## src/rtl/muldiv_if.sv

```systemverilog
// Handshake and data bundle between the EX stage and the iterative multiply/divide unit.
// The EX stage drives the master side. The unit drives the slave side.
interface muldiv_if;
    logic        start;
    logic [5:0]  funct;
    logic        flush;
    logic [31:0] operand_1;
    logic [31:0] operand_2;
    logic        busy;
    logic        done;
    logic [31:0] hi;
    logic [31:0] lo;
    logic [31:0] result;

    modport master (
        output start, funct, flush, operand_1, operand_2,
        input  busy, done, hi, lo, result
    );

    modport slave (
        input  start, funct, flush, operand_1, operand_2,
        output busy, done, hi, lo, result
    );
endinterface

```

## src/rtl/muldiv_unit.sv

```systemverilog
// Iterative 32-bit MULT/MULTU/DIV/DIVU unit that owns HI/LO and serves MTHI/MTLO/MFHI/MFLO.
// Every multiply or divide has a fixed 34-cycle latency: 32 radix-2 steps, one sign-fix cycle, then DONE.
module muldiv_unit (
    input  logic     clk,
    input  logic     rst,
    muldiv_if.slave  bus
);
    typedef enum logic [1:0] {
        S_IDLE,
        S_CALC,
        S_FIX,
        S_DONE
    } state_t;

    state_t      r_state;
    state_t      w_next;
    logic [4:0]  r_cnt;
    logic [31:0] r_hi;
    logic [31:0] r_lo;
    logic [31:0] r_m;
    logic [31:0] r_raw1;
    logic [63:0] r_acc;
    logic        r_neg_a;
    logic        r_neg_b;
    logic        r_is_div;
    logic        r_div0;

    logic        w_is_md;
    logic        w_signed_op;
    logic        w_div_op;
    logic        w_idle_start;
    logic        w_launch;
    logic        w_mt_hi;
    logic        w_mt_lo;
    logic [31:0] w_abs1;
    logic [31:0] w_abs2;
    logic [32:0] w_sum;
    logic [63:0] w_mul_acc;
    logic [32:0] w_rem_sh;
    logic [32:0] w_diff;
    logic        w_ok;
    logic [63:0] w_div_acc;
    logic        w_neg_res;
    logic [63:0] w_prod;
    logic [31:0] w_quot;
    logic [31:0] w_rem;
    logic [31:0] w_fix_hi;
    logic [31:0] w_fix_lo;
    logic        w_busy;
    logic        w_done;
    logic [31:0] w_result;

    // Funct codes 0x18..0x1B: bit 1 selects divide, bit 0 selects unsigned.
    assign w_is_md      = (bus.funct[5:2] == 4'b0110);
    assign w_signed_op  = ~bus.funct[0];
    assign w_div_op     = bus.funct[1];
    assign w_idle_start = (r_state == S_IDLE) && bus.start && !bus.flush;
    assign w_launch     = w_idle_start && w_is_md;
    assign w_mt_hi      = w_idle_start && (bus.funct == 6'h11);
    assign w_mt_lo      = w_idle_start && (bus.funct == 6'h13);

    assign w_abs1 = (w_signed_op && bus.operand_1[31]) ? (32'd0 - bus.operand_1) : bus.operand_1;
    assign w_abs2 = (w_signed_op && bus.operand_2[31]) ? (32'd0 - bus.operand_2) : bus.operand_2;

    // Multiply: multiplier sits in the low half and is shifted out as the product shifts in.
    assign w_sum     = {1'b0, r_acc[63:32]} + (r_acc[0] ? {1'b0, r_m} : 33'd0);
    assign w_mul_acc = {w_sum, r_acc[31:1]};

    // Restoring divide: remainder in the high half, dividend bits become quotient bits.
    assign w_rem_sh  = r_acc[63:31];
    assign w_diff    = w_rem_sh - {1'b0, r_m};
    assign w_ok      = ~w_diff[32];
    assign w_div_acc = {(w_ok ? w_diff[31:0] : w_rem_sh[31:0]), r_acc[30:0], w_ok};

    assign w_neg_res = r_neg_a ^ r_neg_b;
    assign w_prod    = w_neg_res ? (64'd0 - r_acc) : r_acc;
    assign w_quot    = w_neg_res ? (32'd0 - r_acc[31:0]) : r_acc[31:0];
    assign w_rem     = r_neg_a ? (32'd0 - r_acc[63:32]) : r_acc[63:32];

    always_comb begin
        w_fix_hi = w_prod[63:32];
        w_fix_lo = w_prod[31:0];
        if (r_is_div) begin
            if (r_div0) begin
                w_fix_hi = r_raw1;
                w_fix_lo = '1;
            end else begin
                w_fix_hi = w_rem;
                w_fix_lo = w_quot;
            end
        end
    end

    always_ff @(posedge clk) begin
        if (rst) begin
            r_state <= S_IDLE;
        end else begin
            r_state <= w_next;
        end
    end

    always_comb begin
        w_next = r_state;
        w_busy = 1'b0;
        w_done = 1'b0;
        case (r_state)
            S_IDLE: begin
                if (w_launch) begin
                    w_next = S_CALC;
                    w_busy = 1'b1;
                end
            end
            S_CALC: begin
                w_busy = 1'b1;
                if (r_cnt == 5'd31) begin
                    w_next = S_FIX;
                end
            end
            S_FIX: begin
                w_busy = 1'b1;
                w_next = S_DONE;
            end
            S_DONE: begin
                w_done = 1'b1;
                w_next = S_IDLE;
            end
            default: w_next = S_IDLE;
        endcase
        if (bus.flush) begin
            w_next = S_IDLE;
        end
    end

    always_ff @(posedge clk) begin
        if (rst) begin
            r_cnt    <= '0;
            r_hi     <= '0;
            r_lo     <= '0;
            r_m      <= '0;
            r_raw1   <= '0;
            r_acc    <= '0;
            r_neg_a  <= 1'b0;
            r_neg_b  <= 1'b0;
            r_is_div <= 1'b0;
            r_div0   <= 1'b0;
        end else begin
            if (w_mt_hi) begin
                r_hi <= bus.operand_1;
            end
            if (w_mt_lo) begin
                r_lo <= bus.operand_1;
            end
            if (bus.flush) begin
                r_cnt <= '0;
            end else begin
                case (r_state)
                    S_IDLE: begin
                        if (w_launch) begin
                            r_cnt    <= '0;
                            r_neg_a  <= w_signed_op && bus.operand_1[31];
                            r_neg_b  <= w_signed_op && bus.operand_2[31];
                            r_is_div <= w_div_op;
                            r_div0   <= (bus.operand_2 == '0);
                            r_raw1   <= bus.operand_1;
                            r_m      <= w_div_op ? w_abs2 : w_abs1;
                            r_acc    <= {32'd0, (w_div_op ? w_abs1 : w_abs2)};
                        end
                    end
                    S_CALC: begin
                        r_acc <= r_is_div ? w_div_acc : w_mul_acc;
                        r_cnt <= r_cnt + 5'd1;
                    end
                    S_FIX: begin
                        r_hi <= w_fix_hi;
                        r_lo <= w_fix_lo;
                    end
                    default: ;
                endcase
            end
        end
    end

    always_comb begin
        w_result = '0;
        case (bus.funct)
            6'h10:   w_result = r_hi;
            6'h12:   w_result = r_lo;
            default: w_result = '0;
        endcase
    end

    assign bus.busy   = w_busy;
    assign bus.done   = w_done;
    assign bus.hi     = r_hi;
    assign bus.lo     = r_lo;
    assign bus.result = w_result;
endmodule
```

## src/flat_wrapper.sv

```systemverilog
// flat-port wrapper written by rule: the top's interface ports become plain ports
module muldiv_unit_flat 
  (clk, rst, bus_start, bus_funct, bus_flush, bus_operand_1, bus_operand_2, bus_busy, bus_done, bus_hi, bus_lo, bus_result);
  muldiv_if bus_i ();
  input  logic clk;
  input  logic rst;
  input wire logic [$bits(bus_i.start)-1:0] bus_start;
  input wire logic [$bits(bus_i.funct)-1:0] bus_funct;
  input wire logic [$bits(bus_i.flush)-1:0] bus_flush;
  input wire logic [$bits(bus_i.operand_1)-1:0] bus_operand_1;
  input wire logic [$bits(bus_i.operand_2)-1:0] bus_operand_2;
  output wire logic [$bits(bus_i.busy)-1:0] bus_busy;
  output wire logic [$bits(bus_i.done)-1:0] bus_done;
  output wire logic [$bits(bus_i.hi)-1:0] bus_hi;
  output wire logic [$bits(bus_i.lo)-1:0] bus_lo;
  output wire logic [$bits(bus_i.result)-1:0] bus_result;
  assign bus_i.start = bus_start;
  assign bus_i.funct = bus_funct;
  assign bus_i.flush = bus_flush;
  assign bus_i.operand_1 = bus_operand_1;
  assign bus_i.operand_2 = bus_operand_2;
  assign bus_busy = bus_i.busy;
  assign bus_done = bus_i.done;
  assign bus_hi = bus_i.hi;
  assign bus_lo = bus_i.lo;
  assign bus_result = bus_i.result;
  muldiv_unit u_core (.clk(clk), .rst(rst), .bus(bus_i));
endmodule
```

## config.mk

```make
export PLATFORM = sky130hd
export DESIGN_NAME = muldiv_unit_flat
export DESIGN_NICKNAME = d
export VERILOG_FILES = /design/src/rtl/muldiv_if.sv /design/src/rtl/muldiv_unit.sv /design/src/flat_wrapper.sv
export SDC_FILE = /design/constraint.sdc
export NUM_CORES = 1
export LEC_CHECK = 0
export CAP_MARGIN = 40
export CORE_ASPECT_RATIO = 0.5
export CORE_MARGIN = 8
export CORE_UTILIZATION = 30
export DETAILED_ROUTE_END_ITERATION = 12
export PLACE_DENSITY = 0.55
export SYNTH_ARGS = -nofsm -noshare
export SYNTH_HDL_FRONTEND = slang
export SYNTH_SLANG_ARGS = --single-unit
```

## constraint.sdc

```tcl
create_clock -name clk -period 7.1 [get_ports clk]
set_input_delay 1.775 -clock clk [delete_from_list [all_inputs] [get_ports clk]]
set_output_delay 1.775 -clock clk [all_outputs]
set_load 0.01 [all_outputs]
```

Yosys cells after proc, flatten, opt, wreduce, memory -nomap -nowiden
Index checks and enable logic that the tools add are counted.
{ "word_totals": {"ff_bits": 203, "latch_bits": 0, "ram_bits": 0, "romBits": 0, "elab_cells": 82, "memories": 0} }
{ "classes": {"add_sub_neg": 8, "multipliers": 0, "div": 0, "magnitude_cmp": 0, "eq_ne": 11, "n_shift": 0, "n_mux": 31, "n_bitwise": 4, "n_reduce_logical": 17} }
{ "ops": {"columns": ["cell", "n"], "rows": [
  ["$mux W32", 18],
  ["$mux W64", 3],
  ["$pmux W64 S2", 1],
  ["$sub A1 B32 Y32 const A", 4],
  ["$pmux W32 S2", 1],
  ["$sub A1 B64 Y64 const A", 1],
  ["$add A32 B33 Y33", 1],
  ["$sub A33 B32 Y33", 1],
  ["$logic_not A32 Y1", 1],
  ["$eq A6 B5 Y1 const B", 4],
  ["$pmux W5 S2", 1],
  ["$pmux W2 S4", 1],
  ["$logic_and A1 B1 Y1", 7],
  ["$reduce_and A3 Y1", 2],
  ["$add A5 B1 Y5 const B", 1],
  ["$eq A5 B5 Y1 const B", 1],
  ["$mux W5", 1],
  ["$eq A2 B2 Y1 const B", 2],
  ["$eq A4 B3 Y1 const B", 1],
  ["$mux W2", 2],
  ["$ne A2 B1 Y1 const B", 2],
  ["$reduce_and A2 Y1", 2],
  ["$reduce_or A2 Y1", 2],
  ["$not A1 Y1", 3],
  ["other kinds (7)", 8]
]} }

Depth between registers and ports, before layout
{ "depth": {"ltp_word": 7, "depth_mapped": 14} }

Worst setup path after synthesis
OpenSTA, ideal clock, no wires.
{ "synth_timing": {"path_type": "input to output", "from": "input port bus_funct[1]", "to": "output port bus_result[10]", "t_arrival_ns": 3.308, "path_slack_ns": 2.017, "stages": 6, "n_path_buf": 4, "cell_sequence": "clkbuf_1 -> clkbuf_1 -> clkbuf_1 -> buf_1 -> mux2i_1 -> nor2_1"} }
{ "synth_between": {"elab_chain_cells": 2, "word_cells_on_any_way": 3} }
{ "synth_lines": {"columns": ["item", "line_no", "text"], "rows": [
  ["from (decl)", "flat_wrapper.sv:8", "input wire logic [$bits(bus_i.funct)-1:0] bus_funct;"],
  ["$eq A6 B5 Y1", "muldiv_unit.sv:185", "case (bus.funct)"],
  ["$pmux W32 S2 *", "muldiv_unit.sv:185", null],
  ["to (decl)", "flat_wrapper.sv:16", "output wire logic [$bits(bus_i.result)-1:0] bus_result;"]
]} }
Every way passes the cells marked *; elsewhere a longest branch is shown, timed or not.

Worst setup path after layout
{ "layout_timing": {"from": "input port bus_funct[4]", "to": "output port bus_result[18]"} }
Same word-level chain as after synthesis.

==> metrics <==
status=complete, no violations; critical path launch point type=input port; CTS buffer count=25; Yosys warning total=0; IO buf count=171; setup ws final=1.52 ns; Syn Nets=2499; Worst Max-Slew Pin Slew=0.913 ns; critical path type=in -> out; most common cell after layout, fill and taps aside=nand2_1; Max-Cap Viols=0; clock-pin slew on the worst setup and hold paths=0.05 ns; post-detailed-route wirelength per cell=23.0 um; Rows=62; DR iter-0 viols=2028; vias in the first global route=16500; initial core utilization=0.303; Core Box Area=57200 um^2; Syn Inst Count=2349; Syn Area/Cell=7.39 um^2; DIE HEIGHT=186 um; H-tree lvl count=1; final slew viol count=0; Final Hold Fails=0; residual DRC count=0; CP arrival=3.80 ns; clock skew=0.0114 ns; RSZ-0062 raised after global routing=no; Root Driver=clkbuf_16; # fillers=6051; Synth cell types=71; vias per inst=5.67; Leakage Power=7.55 nW; Post-CTS Setup Bufs=0; routed vias=18000; IO Count=172; Area Overhead vs Synth=18.3%; GRT Total Usage=0.209; # setup viols final=0; peak supply drop=149 uV; first-pass GRT wire length=108000 um; Num Clock Sinks=203; post_cts resized=0; maximum clock frequency=179 MHz; Syn Std Cell Area=17400 um^2; register area share after synthesis=0.234; max_slew headroom=0.386; Post-synth EDFFs=0; clock buffer depth=3; Die Width=356 um; 1st-pass router iterations=6; Hold Path Class=reg -> reg; antenna violations before repair=3; post-route ant nets=0; most frequent cells in the layout=nand2_1, nor2_1, a21oi_1, dfxtp_1, clkdlybuf4s50_1; worst skew pair latency=0.56 ns; GR Overflow Total=0; CP required=5.33 ns; CP max FO=32; Top FF cell, synth=dfxtp_1; Crit. End Element=primary output; total wire length=73200 um; Pwr Density=146 nW/um^2; Synth Register Bits=203; detailed placement HPWL=55200 um; post-route setup TNS=0 ns; pin count of the biggest net entering global routing=71; Reg2Reg Depth=12; Placer Congestion=0.956; min Tclk post-route=5.58 ns; worst slack, placed=1.52 ns; fraction of registers with async set/reset=0; total die area=66300 um^2; Hold Buf Count CTS=0; Tcrit/Tclk final=0.786; n_diodes=0; nets@finish=2545; fraction of layout cells with a size suffix above 1=0.0580; TritonCTS clock tree=built; WHS Path Cells=2
## synth_stat cells (35+ instances only)
library cell	number	area share
ha_1	74	0.053
a221oi_1	36	0.018
a211oi_1	54	0.023
nor2_1	246	0.053
mux2i_1	147	0.085
xor2_1	77	0.039
o211ai_1	35	0.015
dfxtp_1	203	0.23
xnor2_1	115	0.058
clkbuf_1	169	0.037
inv_1	71	0.015
nand2_1	267	0.058
nor3_1	51	0.015
o21ai_0	131	0.038
a21oi_1	224	0.065
## where the power goes
part | leakage (nW) | switching (mW) | internal [mW]
Clock | 0.426 | 0.557 | 0.829
Combinational | 5.49 | 0.292 | 0.156
Sequential | 1.64 | 0.00867 | 1.14
## sequential cells by signal, summed over array words and instances (netlist names)
register	cells
u_core.bus.hi	32
u_core.bus.lo	32
u_core.r_acc	64
u_core.r_cnt	5
u_core.r_div0	1
u_core.r_is_div	1
u_core.r_m	32
u_core.r_neg_a	1
u_core.r_neg_b	1
u_core.r_raw1	32
u_core.r_state	2
## critical path, stage by stage
cell and delay, ns:
clkdlybuf4s50_1 0.44, nor3b_1 0.28, nor2b_1 0.22, nand2b_1 0.07, buf_4 0.24, nor2_1 0.17, clkdlybuf4s50_1 0.57
## path summary, 6_finish.rpt
check	start	endpoint	slack, ns
max	bus_funct[4]	bus_result[18]	1.52
min	u_core.r_m[3]$_SDFFE_PP0P_	u_core.r_m[3]$_SDFFE_PP0P_	0.45
max reg2reg	u_core.r_acc[31]$_SDFFE_PP0P_	u_core.r_acc[60]$_SDFFE_PP0P_	2.46
min reg2reg	u_core.r_m[3]$_SDFFE_PP0P_	u_core.r_m[3]$_SDFFE_PP0P_	0.45
## kinds of logic after synthesis
logic type,Yosys count,share of synthesized area
flip-flops,203,0.234
AND/OR/NAND/NOR,748,0.196
AO/OA/AOI/OAI,702,0.262
buffers and inverters,262,0.0582
multiplexers,166,0.0973
adder cells (fa/ha/maj),76,0.0557
XOR/XNOR,192,0.0969
## per-layer routing
metal | wire length, um | global-route usage | vias up
met3 | 6170 | 0.0427 | 116
met4 | 2350 | 0.0636 | 4
met1 | 33400 | 0.295 | 8641
met2 | 31300 | 0.318 | 719
met5 | 27 | 0 | -
li1 | - | - | 8557
## stage by stage
step	area, um^2	hold slack (ns)	util	total power [mW]	std cells
floorplan	17400	0.431	-	1.44	2349
global placement	19600	0.440	0.342	1.61	3129
detailed placement	19700	0.447	0.344	1.62	3136
CTS	20500	0.456	0.359	2.99	3181
global route	20500	0.474	0.359	3.07	3181
finish	20500	0.453	0.359	2.99	3181
## area by class of cell
| cell class | instances | area [um^2] | share of cell area |
|---|---|---|---|
| clock inverters | 8 | 119 | 0.00579 |
| clock buffers | 37 | 742 | 0.0361 |
| flip-flops and latches | 203 | 4070 | 0.198 |
| repair buffers | 210 | 2050 | 0.0998 |
| inverters | 71 | 267 | 0.0130 |
| well taps | 768 | 961 | 0.0468 |
| multi-input cells | 1884 | 12300 | 0.600 |
Power figures use the tool's default switching activity.
